$ cat config.mk
export PLATFORM = sky130hd
export DESIGN_NAME = bus_addr_dec
export DESIGN_NICKNAME = d
export VERILOG_FILES = /design/src/rtl/bus_pkg.sv /design/src/rtl/bus_addr_match.sv /design/src/rtl/bus_addr_dec.sv
export SDC_FILE = /design/constraint.sdc
export NUM_CORES = 1
export LEC_CHECK = 0
export BUFFER_PORTS_ARGS = -buffer_cell sky130_fd_sc_hd__buf_2
export CORE_ASPECT_RATIO = 1.4
export CORE_MARGIN = 2
export CORE_UTILIZATION = 37
export CTS_BUF_LIST = sky130_fd_sc_hd__clkbuf_16
export CTS_CLUSTER_DIAMETER = 80
export DETAILED_ROUTE_END_ITERATION = 16
export PLACE_DENSITY = 0.86
export SLEW_MARGIN = 0
export SYNTH_ARGS = -nofsm -noshare
export SYNTH_HDL_FRONTEND = slang
export SYNTH_SLANG_ARGS = --single-unit
$ cat constraint.sdc
create_clock -name clk -period 3.7 [get_ports clk]
set_input_delay 0 -clock clk [delete_from_list [all_inputs] [get_ports clk]]
set_output_delay 0 -clock clk [all_outputs]
set_load 0.05 [all_outputs]
$ cat src/rtl/bus_pkg.sv
// Shared bus constants: default widths, default two-slave map,
// and a helper that pulls one window slice out of a packed vector.
package bus_pkg;

    localparam int ADDR_W  = 16;
    localparam int DATA_W  = 32;
    localparam int MAX_SLV = 16;
    localparam int MAX_AW  = 64;
    localparam int VEC_W   = MAX_SLV * MAX_AW;

    localparam logic [15:0] SLV0_BASE = 16'h0000;
    localparam logic [15:0] SLV0_MASK = 16'hF800;
    localparam logic [15:0] SLV1_BASE = 16'h7000;
    localparam logic [15:0] SLV1_MASK = 16'hFE00;

    function automatic logic [MAX_AW-1:0] slv_slice(
        input logic [VEC_W-1:0] vec,
        input int               idx,
        input int               aw
    );
        logic [VEC_W-1:0] w_sh;
        w_sh = vec >> (idx * aw);
        return w_sh[MAX_AW-1:0] & ~({MAX_AW{1'b1}} << aw);
    endfunction

endpackage

$ cat src/rtl/bus_addr_match.sv
// One slave window comparator: hit when the masked address equals the base.
module bus_addr_match #(
    parameter int ADDR_W = 16
) (
    input  logic [ADDR_W-1:0] i_addr,
    input  logic [ADDR_W-1:0] i_base,
    input  logic [ADDR_W-1:0] i_mask,
    output logic              o_hit
);

    assign o_hit = ((i_addr & i_mask) == i_base);

endmodule

$ cat src/rtl/bus_addr_dec.sv
// N-slave address decoder with registered read-data return,
// decode-error pulse, sticky error address and saturating error count.
module bus_addr_dec #(
    parameter int                      ADDR_W    = bus_pkg::ADDR_W,
    parameter int                      DATA_W    = bus_pkg::DATA_W,
    parameter int                      N_SLV     = 2,
    parameter logic [N_SLV*ADDR_W-1:0] SLV_BASE  = {bus_pkg::SLV1_BASE,
                                                    bus_pkg::SLV0_BASE},
    parameter logic [N_SLV*ADDR_W-1:0] SLV_MASK  = {bus_pkg::SLV1_MASK,
                                                    bus_pkg::SLV0_MASK},
    parameter int                      ERR_CNT_W = 8
) (
    input  logic                    clk,
    input  logic                    reset_n,
    input  logic                    m_req,
    input  logic                    m_wr,
    input  logic [ADDR_W-1:0]       m_addr,
    output logic [N_SLV-1:0]        s_sel,
    input  logic [N_SLV*DATA_W-1:0] s_dout,
    output logic [DATA_W-1:0]       m_din,
    output logic                    m_rvalid,
    output logic                    dec_err,
    output logic [ADDR_W-1:0]       err_addr,
    output logic [ERR_CNT_W-1:0]    err_cnt,
    input  logic                    err_clr
);

    localparam int                  P_VEC_W    = bus_pkg::VEC_W;
    localparam logic [P_VEC_W-1:0]  P_BASE_VEC = P_VEC_W'(SLV_BASE);
    localparam logic [P_VEC_W-1:0]  P_MASK_VEC = P_VEC_W'(SLV_MASK);
    localparam logic [ERR_CNT_W-1:0] P_CNT_MAX = {ERR_CNT_W{1'b1}};

    logic [N_SLV-1:0]     w_hit;
    logic [N_SLV-1:0]     w_pri;
    logic                 w_any;
    logic                 w_rd_fire;
    logic                 w_err;
    logic                 w_capture;
    logic [DATA_W-1:0]    w_din;

    logic [N_SLV-1:0]     r_rd_sel;
    logic                 r_rvalid;
    logic                 r_dec_err;
    logic [ADDR_W-1:0]    r_err_addr;
    logic [ERR_CNT_W-1:0] r_err_cnt;
    logic                 r_sticky;

    for (genvar i = 0; i < N_SLV; i++) begin : g_match
        localparam logic [ADDR_W-1:0] P_BASE =
            ADDR_W'(bus_pkg::slv_slice(P_BASE_VEC, i, ADDR_W));
        localparam logic [ADDR_W-1:0] P_MASK =
            ADDR_W'(bus_pkg::slv_slice(P_MASK_VEC, i, ADDR_W));

        bus_addr_match #(
            .ADDR_W (ADDR_W)
        ) u_match (
            .i_addr (m_addr),
            .i_base (P_BASE),
            .i_mask (P_MASK),
            .o_hit  (w_hit[i])
        );
    end

    // Descending scan so the lowest-index hit is the one left standing.
    always_comb begin
        w_pri = '0;
        for (int i = N_SLV - 1; i >= 0; i--) begin
            if (w_hit[i]) begin
                w_pri    = '0;
                w_pri[i] = 1'b1;
            end
        end
    end

    assign w_any     = |w_hit;
    assign s_sel     = {N_SLV{m_req}} & w_pri;
    assign w_rd_fire = m_req & ~m_wr & w_any;
    assign w_err     = m_req & ~w_any;
    assign w_capture = w_err & (~r_sticky | err_clr);

    always_ff @(posedge clk or negedge reset_n) begin
        if (!reset_n) begin
            r_rd_sel <= '0;
            r_rvalid <= 1'b0;
        end else begin
            r_rd_sel <= w_rd_fire ? s_sel : '0;
            r_rvalid <= w_rd_fire;
        end
    end

    always_comb begin
        w_din = '0;
        for (int i = 0; i < N_SLV; i++) begin
            if (r_rd_sel[i]) begin
                w_din = w_din | s_dout[i*DATA_W +: DATA_W];
            end
        end
    end

    always_ff @(posedge clk or negedge reset_n) begin
        if (!reset_n) begin
            r_dec_err <= 1'b0;
        end else begin
            r_dec_err <= w_err;
        end
    end

    // A new error in the same cycle as a clear restarts the count at one.
    always_ff @(posedge clk or negedge reset_n) begin
        if (!reset_n) begin
            r_err_cnt <= '0;
        end else if (w_err) begin
            if (err_clr) begin
                r_err_cnt <= ERR_CNT_W'(1);
            end else if (r_err_cnt != P_CNT_MAX) begin
                r_err_cnt <= r_err_cnt + 1'b1;
            end
        end else if (err_clr) begin
            r_err_cnt <= '0;
        end
    end

    always_ff @(posedge clk or negedge reset_n) begin
        if (!reset_n) begin
            r_err_addr <= '0;
            r_sticky   <= 1'b0;
        end else if (w_capture) begin
            r_err_addr <= m_addr;
            r_sticky   <= 1'b1;
        end else if (err_clr) begin
            r_sticky   <= 1'b0;
        end
    end

    assign m_din    = w_din;
    assign m_rvalid = r_rvalid;
    assign dec_err  = r_dec_err;
    assign err_addr = r_err_addr;
    assign err_cnt  = r_err_cnt;

endmodule
==> results by group, run 1 <==
Job
  – Max Cap Viol: 0

Synthesis
  – Area fraction of the dominant cell type after synthesis: 43.2%
  – Top cells by area, synth: dfrtp_1, a22o_1, mux2_4, mux2_2, nor4_1
  – Top FF cell, synth: dfrtp_1
  – Syn_nets: 230
  – Netlist Area Pre-Place: around 1700 µm²
  – Distinct cells, synth: 36
  – Post-Syn Instances: 144
  – Synth Register Bits: 29
  – Largest area contributor in the netlist: dfrtp_1
  – Sequential-to-total area share from yosys stat: 43.2%
  – Ys async rst share: 100%
  – Post-synth EDFFs: 0
  – Yosys warns: 0
  – Mean area per synthesized cell: 11.7 µm²

Place
  – Cell Count Post-Placement: 341
  – DPL Wire Length: between 4000 and 5000 µm
  – Placer Congestion: 0.950
  – Port-buffer cells: 144
  – Pre-CTS WS: 1770 ps

Drt
  – Via density: 5.20
  – Post-route ant nets: 0
  – Routed len/inst: 16.4 µm
  – DR DRC count: 0
  – Drt first pass iters: 4
  – Iter 0 DRT Violations: 110
  – Vias: approximately 1.9k
  – Drt total wl: 6030 µm

STA
  – Worst-Margin Slew: slightly above 1000 ps
  – Hold WS: roughly 25 ps
  – Post-Route Setup TNS: 0 ps
  – Slew headroom: 32.7%
  – Final setup viols: 0
  – Minimum clock period: ~2200 ps
  – Final Worst Setup Slack: about 1500 ps
  – Ratio of final minimum period to clock period: 60.5%
  – RSZ-0062 raised after global routing: false
  – Peak Freq: 446 MHz
  – Fin. max-slew vios: 0
  – Fin. Hold Viols: 0
  – Clock skew: 5.14 ps

CTS
  – Post-CTS Setup Bufs: 0
  – Clock transition at the registers of the reported paths: roughly 50 ps
  – Clock Root Buffer: clkbuf_16
  – Clock Latency Late Sink: 270 ps
  – CTS max path bufs: 2
  – CTS tree: yes
  – CTS buffer count: 5
  – Resized cells post-CTS: 0
  – H-tree Lvls: 2
  – CTS sink count: 29

GRT
  – Largest net degree at the start of global routing: 33
  – Vias in the first global route: about 1.9k
  – Initial antenna violation count: 6
  – Total track usage: 23.8%
  – Global-route wire length before repair: 8890 µm
  – Grt total ovfl: 0

Hold path
  – Tightest Hold Check Type: in -> reg

Cells and area
  – Commonest non-fill, non-tap cells in the layout: buf_2, a22o_1, dfrtp_1
  – Reg area: 726 µm²
  – Fin cells: 368
  – NumNets Final: just under 400
  – Fill count: 389
  – Share of cells above drive strength 1: 58.1%
  – Multi-input logic area: about 900 µm²
  – Commonest non-fill, non-tap cell in the layout: buf_2
  – Area delta synth->final: 64.0%

Pwr
  – P_leak: roughly 1.5 nW
  – Peak VDD IR: 290 µV
  – Power Total: 1.12 mW
  – Pwr dens: 406 nW/µm²

Floorplanning
  – Initial Utilization: between 30 and 40%
  – Die Y: about 84 µm
  – IO Pins: 145
  – Die area: 5100 µm²
  – Die width: 61.0 µm
  – Row cnt: 29
  – Core Region: 4460 µm²

Critical path
  – WP data required: 3850 ps
  – Worst path arrival time: 2390 ps
  – Critical Path Fanout Max: 16
  – CP Class: in -> reg
  – Setup crit end kind: flip-flop
  – Crit path launch type: primary input

Status
  – Outcome: complete, no violations
per-stage QoR:
step           area (µm²)  util, %
2_1_floorplan        1680        -
3_3_place_gp         2440     54.6
3_5_place_dp         2440     54.6
4_1_cts              2740     61.5
5_1_grt              2750     61.6
6_report             2760     61.7
state kept, by name (all words and copies together), names as in the netlist:
signal,cells
m_rvalid,1
r_sticky,1
err_addr,16
dec_err,1
r_rd_sel,2
err_cnt,8
where the power goes:
| group | leakage, nW | switching [mW] | total (mW) | internal (mW) |
|---|---|---|---|---|
| Combinational | 1.03 | 0.186 | 0.296 | 0.109 |
| Sequential | 0.361 | 0.0220 | 0.372 | 0.350 |
| Clock | 0.0775 | 0.137 | 0.451 | 0.314 |
| Total | 1.47 | 0.345 | 1.12 | 0.774 |
worst max-delay path, cell delays in order:
cell and delay (ps):
dlygate4sd3_1 550, buf_2 130, nor4_1 60, and4_1 340, nor3b_4 880, mux2_2 420
cells by family (layout without fill, tap and decap cells):
| kind of cell | after synthesis | after routing | share of synthesized area, % |
|---|---|---|---|
| other | 0 | 5 | 0 |
| muxes | 21 | 21 | 16.2 |
| DFF | 29 | 29 | 43.2 |
| adders and majority gates | 1 | 1 | 0.744 |
| and+or+nand+nor | 41 | 41 | 14.8 |
| buffers and inverters | 10 | 167 | 2.75 |
| AOI/OAI and AO/OA | 42 | 42 | 22.3 |
Yosys cell counts (all sizes together), types with 2 or more instances:
master / n
nand4: 2
clkbuf: 7
and3: 2
a22o: 32
mux2: 20
a21oi: 2
buf: 2
nor2: 9
nor4: 6
nor2b: 4
nand2b: 4
nand3: 4
dfrtp: 29
worst paths after layout:
path	startpoint	to	slack, ps	cells after the start
worst max-delay path	m_addr[10]	err_addr[2]	1460	6
worst min-delay path	m_wr	r_rd_sel[1]	30	3
worst max register to register	r_sticky	err_addr[2]	1820	3
worst min register to register	err_addr[4]	err_addr[4]	510	1
max in group asynchronous	reset_n	err_addr[5]	2980	2
min in group asynchronous	reset_n	err_cnt[5]	290	2
area by class of cell:
class	count	area share [%]
well taps	62	2.82
inverters	1	0.136
clock buffers	5	4.54
flip-flops and latches	29	26.3
repair buffers	158	31.2
multi-input cells	105	33.0
clock inverters	3	1.50
diodes	5	0.454
metal layers:
layer  wire [µm]  track usage, %
met1        2100            24.9
met2        3070            40.3
met3         634            9.30
met4         210            10.7
met5          13               0
timing repair:
item,4_1_cts,5_1_grt
setup endpoints to repair,0,0
endpoints found under the hold margin,42,0
hold buffers,14,0
Note: power is estimated with default switching activity, not from simulation.
==> run 2, diff against run 1 <==
==> constraint.sdc (replaced) <==
create_clock -name clk -period 2.3 [get_ports clk]
set_input_delay 0 -clock clk [delete_from_list [all_inputs] [get_ports clk]]
set_output_delay 0 -clock clk [all_outputs]
set_load 0.05 [all_outputs]
==> run 2 against run 1 <==
  * Count of clock-buffer cells in the layout did not move
  * Total power up 51%
  * Clock power increased by 36%
  * Register-to-register slack worse by 1300 ps
  * Setup slack worse by 1300 ps
  * Wire length down 1.3%
  * Hold slack gained 19 ps
  * Combinational power rose by 62%
  * Sequential cell count is the same
  * Critical path type unchanged
  * Critical endpoint is now err_addr[6]
  * Largest cell class unchanged
==> results by group, run 2 (synthesis gave the netlist of run 1 again) <==
STA
  – Ratio of final minimum period to clock period: 93.6%
  – Slew headroom: 50.1% (was 32.7%)
  – Final setup viols: 0 (unchanged)
  – RSZ-0062 raised after global routing: false (unchanged)
  – Peak Freq: 465 MHz
  – Worst-Margin Slew: 741 ps (was 1010 ps)
  – Minimum clock period: ~2200 ps
  – Post-Route Setup TNS: 0 ps (unchanged)
  – Fin. max-slew vios: 0 (unchanged)
  – Fin. Hold Viols: 0 (unchanged)
  – Clock skew: 8.45 ps (was 5.14 ps)

GRT
  – Vias in the first global route: 1810 (was 1874)
  – Initial antenna violation count: 4 (was 6)
  – Busiest grt layer: met2 (unchanged)
  – Met1 GRT Util: 23.8% (was 24.9%)
  – Total track usage: 22.8% (was 23.8%)
  – Largest net degree at the start of global routing: 30 (was 33)
  – Global-route wire length before repair: 8570 µm (was 8890 µm)
  – Grt total ovfl: 0 (unchanged)
  – GR met3 Demand/Resource: 8.53% (was 9.30%)
  – GRT met2 Usage: 41.5% (was 40.3%)

Floorplanning
  – IO Pins: 145 (unchanged)
  – Die area: 5100 µm² (unchanged)
  – Core Region: 4460 µm² (unchanged)
  – Initial Utilization: 37.7% (unchanged)
  – Row cnt: 29 (unchanged)
  – Die width: 61.0 µm (unchanged)
  – Die Y: 83.7 µm (unchanged)

Drt
  – Via density: 5.16 (was 5.20)
  – Drt total wl: 5950 µm (was 6030 µm)
  – Vias: 1905 (was 1912)
  – Iter 0 DRT Violations: 61 (was 110)
  – Routed len/inst: 16.1 µm (was 16.4 µm)
  – Drt first pass iters: 4 (unchanged)
  – Post-route ant nets: 0 (unchanged)
  – DR DRC count: 0 (unchanged)

Place
  – Port-buffer cells: 144 (unchanged)
  – DPL Wire Length: 4660 µm (was 4670 µm)
  – Cell Count Post-Placement: 345 (was 341)
  – Placed inst area: 2470 µm² (was 2440 µm²)
  – Placer Congestion: 0.875 (was 0.950)

Pwr
  – Power Total: 1.69 mW (was 1.12 mW)
  – Peak VDD IR: 373 µV (was 290 µV)
  – Pwr dens: 613 nW/µm² (was 406 nW/µm²)
  – P_leak: 1.48 nW (was 1.47 nW)

CTS
  – Clock Latency Late Sink: 270 ps (about the same)
  – Clock Root Buffer: clkbuf_16 (unchanged)
  – Clock transition at the registers of the reported paths: 50 ps (about the same)
  – CTS tree: yes (unchanged)
  – CTS max path bufs: 2 (unchanged)
  – CTS sink count: 29 (unchanged)
  – CTS buffer count: 5 (unchanged)
  – H-tree Lvls: 2 (unchanged)

Critical path
  – Setup crit end kind: flip-flop (unchanged)
  – Flop2flop setup slack: 540 ps (was 1820 ps)
  – FF-to-FF path depth: 5 (was 3)
  – Crit path launch type: primary input (unchanged)
  – RR Endpoint: err_cnt[2] (was err_addr[2])
  – WP data required: 2450 ps (was 3850 ps)
  – CP Class: in -> reg (unchanged)
  – RR Startpoint: err_cnt[0] (was r_sticky)
  – Worst path arrival time: 2310 ps (was 2390 ps)
  – Critical Path Fanout Max: 12 (was 16)

Cells and area
  – Final Instance Area: 2750 µm² (was 2760 µm²)
  – Fin cells: 369 (was 368)
  – Share of cells above drive strength 1: 59.0% (was 58.1%)
  – Max FFs per register: 16 (unchanged)
  – NumNets Final: 390 (was 386)
  – Commonest non-fill, non-tap cells in the layout: buf_2, a22o_1, dfrtp_1 (unchanged)
  – Area delta synth->final: 63.9% (was 64.0%)
  – Commonest non-fill, non-tap cell in the layout: buf_2 (unchanged)

Job
  – Max Cap Viol: 0 (unchanged)

Hold path
  – Critical hold path startpoint: m_wr (unchanged)
  – Tightest Hold Check Type: in -> reg (unchanged)
  – Hold endpoint: r_rd_sel[0] (was r_rd_sel[1])
  – WHS Path Cells: 2 (was 3)

Status
  – Outcome: complete, no violations (unchanged)
run 2: through the flow:
stage | setup slack (ps) | hold slack (ps) | utilization, %
after global placement | 548 | 61.9 | 55.3
final | 147 | 43.9 | 61.7
after floorplan | 468 | -296 | -
after CTS | 198 | 26.7 | 61.6
after detailed placement | 480 | 68.4 | 55.3
after global routing | 78.1 | 38.8 | 61.6
run 2: how the worst max path moves through the flow:
stage,startpoint,to,depth (start not counted)
after detailed placement,m_addr[11],err_addr[6],6
after global placement,m_addr[11],err_addr[9],6
after CTS,m_addr[11],err_addr[6],7
after global routing,m_addr[15],err_addr[6],7
after floorplan,err_cnt[0],err_cnt[2],5
final,m_addr[15],err_addr[6],7
run 2: what timing repair did:
| action | in CTS | in global routing |
|---|---|---|
| buffers inserted | 0 | 0 |
| hold buffers | 14 | 0 |
| setup endpoints to repair | 0 | 0 |
| resized for setup | 0 | 0 |
| hold endpoints to repair | 42 | 0 |
run 2: metal layers:
metal | wire length (µm) | up-vias | part of all wire [%]
met4 | 69 | 4 | 1.2
met2 | 3150 | 100 | 53
met3 | 596 | 10 | 10
met5 | 30 | - | 0.50
li1 | - | 888 | -
met1 | 2100 | 903 | 35
run 2: area by class of cell:
cell class / count / area, µm²
Antenna cell: 2 / 5.00
Clock buffer: 5 / 125
Clock inverter: 3 / 17.5
Fill cell: 375 / 1710
Inverter: 1 / 3.75
Multi-Input combinational cell: 105 / 908
Sequential cell: 29 / 726
Tap cell: 62 / 77.6
Timing Repair Buffer: 162 / 891
run 2: power by group:
group          total, mW  internal, mW  switching, mW
Combinational      0.480         0.178          0.302
Sequential         0.596         0.564         0.0327
Clock              0.612         0.395          0.217
Total               1.69          1.14          0.552
run 2: worst max-delay path: stages:
cell	delay, ps
dlygate4sd3_1	570
buf_2	150
nor4_1	380
and4_1	530
nor3b_4	120
buf_4	230
mux2_4	320
==> run 3, diff against run 2 <==
--- a/config.mk
+++ b/config.mk
@@ -5,6 +5,7 @@
 export SDC_FILE = /design/constraint.sdc
 export NUM_CORES = 1
 export LEC_CHECK = 0
+export ABC_AREA = 1
 export BUFFER_PORTS_ARGS = -buffer_cell sky130_fd_sc_hd__buf_2
 export CORE_ASPECT_RATIO = 1.4
 export CORE_MARGIN = 2
==> run 3 against run 2 <==
  * Setup slack improved by 530 ps
  * Final cell count increased by 13%
  * Area after synthesis increased by 1.4%
  * Highest routed layer is now met4
  * Count of clock-buffer cells in the layout unchanged
  * Via count increased by 7.3%
  * Maximum frequency increased by 33%
  * First-iteration DRC count increased by 26%
  * Largest power group unchanged
  * Sequential cell count unchanged
==> results by group, run 3 <==
Status
  – Outcome: complete, no violations (unchanged)

Synthesis
  – Netlist Area Pre-Place: 1700 µm² (was 1680 µm²)
  – Top cells by area, synth: dfrtp_1, a22o_1, nand2_1, nand3_1, inv_1 (was dfrtp_1, a22o_1, mux2_4, mux2_2, nor4_1)
  – Top FF cell, synth: dfrtp_1 (unchanged)
  – Compound-Gate Fraction of Synth Area: 19.7% (was 22.3%)
  – Largest area contributor in the netlist: dfrtp_1 (unchanged)
  – Post-Syn Instances: 199 (was 144)
  – Post-synthesis adder-cell area fraction: 0.734% (was 0.745%)
  – Most frequent cells after synthesis: nand2_1, a22o_1, dfrtp_1 (was a22o_1, dfrtp_1, mux2_2, mux2_4, nor2_1)
  – Mux contribution to synthesized area: 0% (was 16.2%)
  – Distinct cells, synth: 27 (was 36)
  – Sequential-to-total area share from yosys stat: 42.6% (was 43.2%)
  – Yosys warns: 0 (unchanged)
  – Syn_nets: 285 (was 230)
  – XOR/XNOR Fraction of Synth Area: 0.514% (was 0%)
  – Post-synthesis simple-gate area fraction: 30.0% (was 14.8%)
  – Ys async rst share: 100% (unchanged)
  – Main combinational cell family by area after synthesis: simple AND/OR/NAND/NOR gates (was compound AO/OA/AOI/OAI gates)
  – Area fraction of the dominant cell type after synthesis: 42.6% (was 43.2%)
  – Synth Register Bits: 29 (unchanged)
  – Post-synth EDFFs: 0 (unchanged)
  – Most common cell in the netlist: nand2_1 (was a22o_1)
  – Mean area per synthesized cell: 8.56 µm² (was 11.7 µm²)

Drt
  – Drt first pass iters: 4 (unchanged)
  – Post-route ant nets: 0 (unchanged)
  – Via density: 4.89 (was 5.16)
  – Drt total wl: 5670 µm (was 5950 µm)
  – Iter 0 DRT Violations: 77 (was 61)
  – DR DRC count: 0 (unchanged)
  – Routed len/inst: 13.6 µm (was 16.1 µm)
  – Vias: 2044 (was 1905)

STA
  – Final setup viols: 0 (unchanged)
  – Fin. Hold Viols: 0 (unchanged)
  – Worst-Margin Slew: 649 ps (was 741 ps)
  – Minimum clock period: 1620 ps (was 2150 ps)
  – Peak Freq: 618 MHz (was 465 MHz)
  – Post-Route Setup TNS: 0 ps (unchanged)
  – Slew headroom: 56.7% (was 50.1%)
  – Ratio of final minimum period to clock period: 70.4% (was 93.6%)
  – Fin. max-slew vios: 0 (unchanged)
  – RSZ-0062 raised after global routing: false (unchanged)
  – Clock skew: 4.42 ps (was 8.45 ps)

Place
  – Placer Congestion: 0.845 (was 0.875)
  – Port-buffer cells: 144 (unchanged)
  – DPL Wire Length: 4320 µm (was 4660 µm)

Floorplanning
  – Die area: 5170 µm² (was 5100 µm²)
  – Die Y: 84.3 µm (was 83.7 µm)
  – Core Region: 4500 µm² (was 4460 µm²)
  – Row cnt: 29 (unchanged)
  – Initial Utilization: 37.9% (was 37.7%)
  – Die width: 61.4 µm (was 61.0 µm)
  – IO Pins: 145 (unchanged)

GRT
  – Total track usage: 20.8% (was 22.8%)
  – Grt total ovfl: 0 (unchanged)
  – Largest net degree at the start of global routing: 30 (unchanged)
  – Vias in the first global route: 1761 (was 1810)
  – Global-route wire length before repair: 8050 µm (was 8570 µm)
  – Initial antenna violation count: 0 (was 4)

Pwr
  – Switch share: 34.2% (was 32.7%)
  – Sequential power share: 36.1% (was 35.3%)
  – Combinational power share: 27.1% (was 28.4%)
  – P_leak: 1.60 nW (was 1.48 nW)
  – Clock power share: 36.9% (was 36.3%)
  – Pwr dens: 602 nW/µm² (was 613 nW/µm²)
  – Peak VDD IR: 484 µV (was 373 µV)
  – Psw: 0.564 mW (was 0.552 mW)
  – P_int: 1.09 mW (was 1.14 mW)

Critical path
  – WP buf/inv: 3 (unchanged)
  – Crit path to: err_addr[1] (was err_addr[6])
  – Crit path launch type: primary input (unchanged)
  – Worst path cell trace: dlygate4sd3_1 > buf_2 > nand2_1 > inv_1 > nand2_1 > nor2_4 > nor2_8 > nand2_2 > nand2_1 > nand2_1 (was dlygate4sd3_1 > buf_2 > nor4_1 > and4_1 > nor3b_4 > buf_4 > mux2_4)
  – Critical-path top delay cell: dlygate4sd3_1 (unchanged)
  – CP Launch Point: m_addr[12] (was m_addr[15])
  – RR Startpoint: r_sticky (was err_cnt[0])
  – RR Endpoint: err_addr[1] (was err_cnt[2])
  – Setup crit end kind: flip-flop (unchanged)
  – CP delay by family, top: simple AND/OR/NAND/NOR gates (unchanged)
  – CP dominant cell by count: nand2_1
  – Worst path arrival time: 1770 ps (was 2310 ps)
  – Critical Path Fanout Max: 24 (was 12)
  – FF-to-FF path depth: 4 (was 5)
  – CP Class: in -> reg (unchanged)
  – Stages on worst setup path: 10 (was 7)
  – WP data required: 2460 ps (was 2450 ps)
  – Flop2flop setup slack: 890 ps (was 540 ps)
  – Crit-path max cell delay: 540 ps (was 570 ps)

Job
  – Max Cap Viol: 0 (unchanged)

CTS
  – Clock transition at the registers of the reported paths: 50 ps (about the same)
  – CTS buffer count: 5 (unchanged)
  – Clock Root Buffer: clkbuf_16 (unchanged)
  – Clock Latency Late Sink: 280 ps (was 270 ps)
  – CTS max path bufs: 2 (unchanged)
  – H-tree Lvls: 2 (unchanged)
  – Post-CTS Setup Bufs: 0 (unchanged)
  – CTS tree: yes (unchanged)
  – Resized cells post-CTS: 0 (unchanged)
  – CTS sink count: 29 (unchanged)

Cells and area
  – Post-layout util: 60.9% (was 61.7%)
  – Ant. Diodes: 0 (was 2)
  – Area delta synth->final: 60.7% (was 63.9%)
  – Commonest non-fill, non-tap cell in the layout: buf_2 (unchanged)
  – NumNets Final: 441 (was 390)
  – Max FFs per register: 16 (unchanged)
  – Commonest non-fill, non-tap cells in the layout: buf_2, nand2_1, a22o_1 (was buf_2, a22o_1, dfrtp_1)
  – Share of cells above drive strength 1: 45.8% (was 59.0%)

Hold path
  – Tightest Hold Check Type: in -> reg (unchanged)
## run 3: layer usage
metal | GRT usage (%) | vias to the layer above | part of all wire, %
li1 | - | 1008 | -
met3 | 4.78 | 9 | 7.3
met2 | 36.1 | 91 | 52
met1 | 23.7 | 936 | 38
met5 | 0 | - | 0
met4 | 8.51 | 0 | 2.1
## run 3: cell type report
class | count | area (µm²)
clock inverters | 3 | 12.5
fillers | 408 | 1760
multi-input cells | 146 | 867
clock buffers | 5 | 125
well taps | 62 | 77.6
inverters | 12 | 45.0
repair buffers | 161 | 886
flip-flops and latches | 29 | 726
## run 3: cells by family (layout without fill, tap and decap cells)
family	after synthesis	in the layout
adders and majority gates	1	1
xor gates and xnor gates	1	1
AOI/OAI and AO/OA	40	40
buffers and inverters	24	181
DFF	29	29
and+or+nand+nor	104	104
## run 3: how the worst min path moves through the flow
stage	depth (start not counted)	startpoint	endpoint	slack, ps
floorplan	0	reset_n	dec_err	-300
global route	3	m_addr[1]	err_addr[1]	10
global placement	1	reset_n	dec_err	40
detailed placement	1	reset_n	err_cnt[2]	60
finish	3	m_addr[1]	err_addr[1]	7
CTS	3	m_addr[1]	err_addr[1]	7
## run 3: power by group through the flow
stage               registers, mW  clock network [mW]  logic [mW]
floorplan                   0.768                   0       0.102
global placement            0.600                   0       0.421
detailed placement          0.602                   0       0.429
CTS                         0.595               0.620       0.448
global route                0.600               0.637       0.477
finish                      0.595               0.608       0.446
## run 3: tightest hold or removal path, stage by stage
cell	delay (ps)
buf_2	90
nand3_1	70
nand2_1	80
## run 3: per-stage QoR
stage / hold slack [ps] / power (mW) / setup WS [ps] / std cells / cell area, µm²
2_1_floorplan: -296 / 0.870 / 670 / 199 / 1700
3_3_place_gp: 42.6 / 1.02 / 962 / 395 / 2450
3_5_place_dp: 62.2 / 1.03 / 903 / 395 / 2450
4_1_cts: 6.94 / 1.66 / 699 / 418 / 2740
5_1_grt: 12.4 / 1.71 / 537 / 418 / 2740
6_report: 6.80 / 1.65 / 682 / 418 / 2740
## run 3: timing repair
| item | CTS | global route |
|---|---|---|
| hold buffers | 15 | 0 |
| endpoints found under the hold margin | 45 | 0 |
| setup endpoints to repair | 0 | 0 |
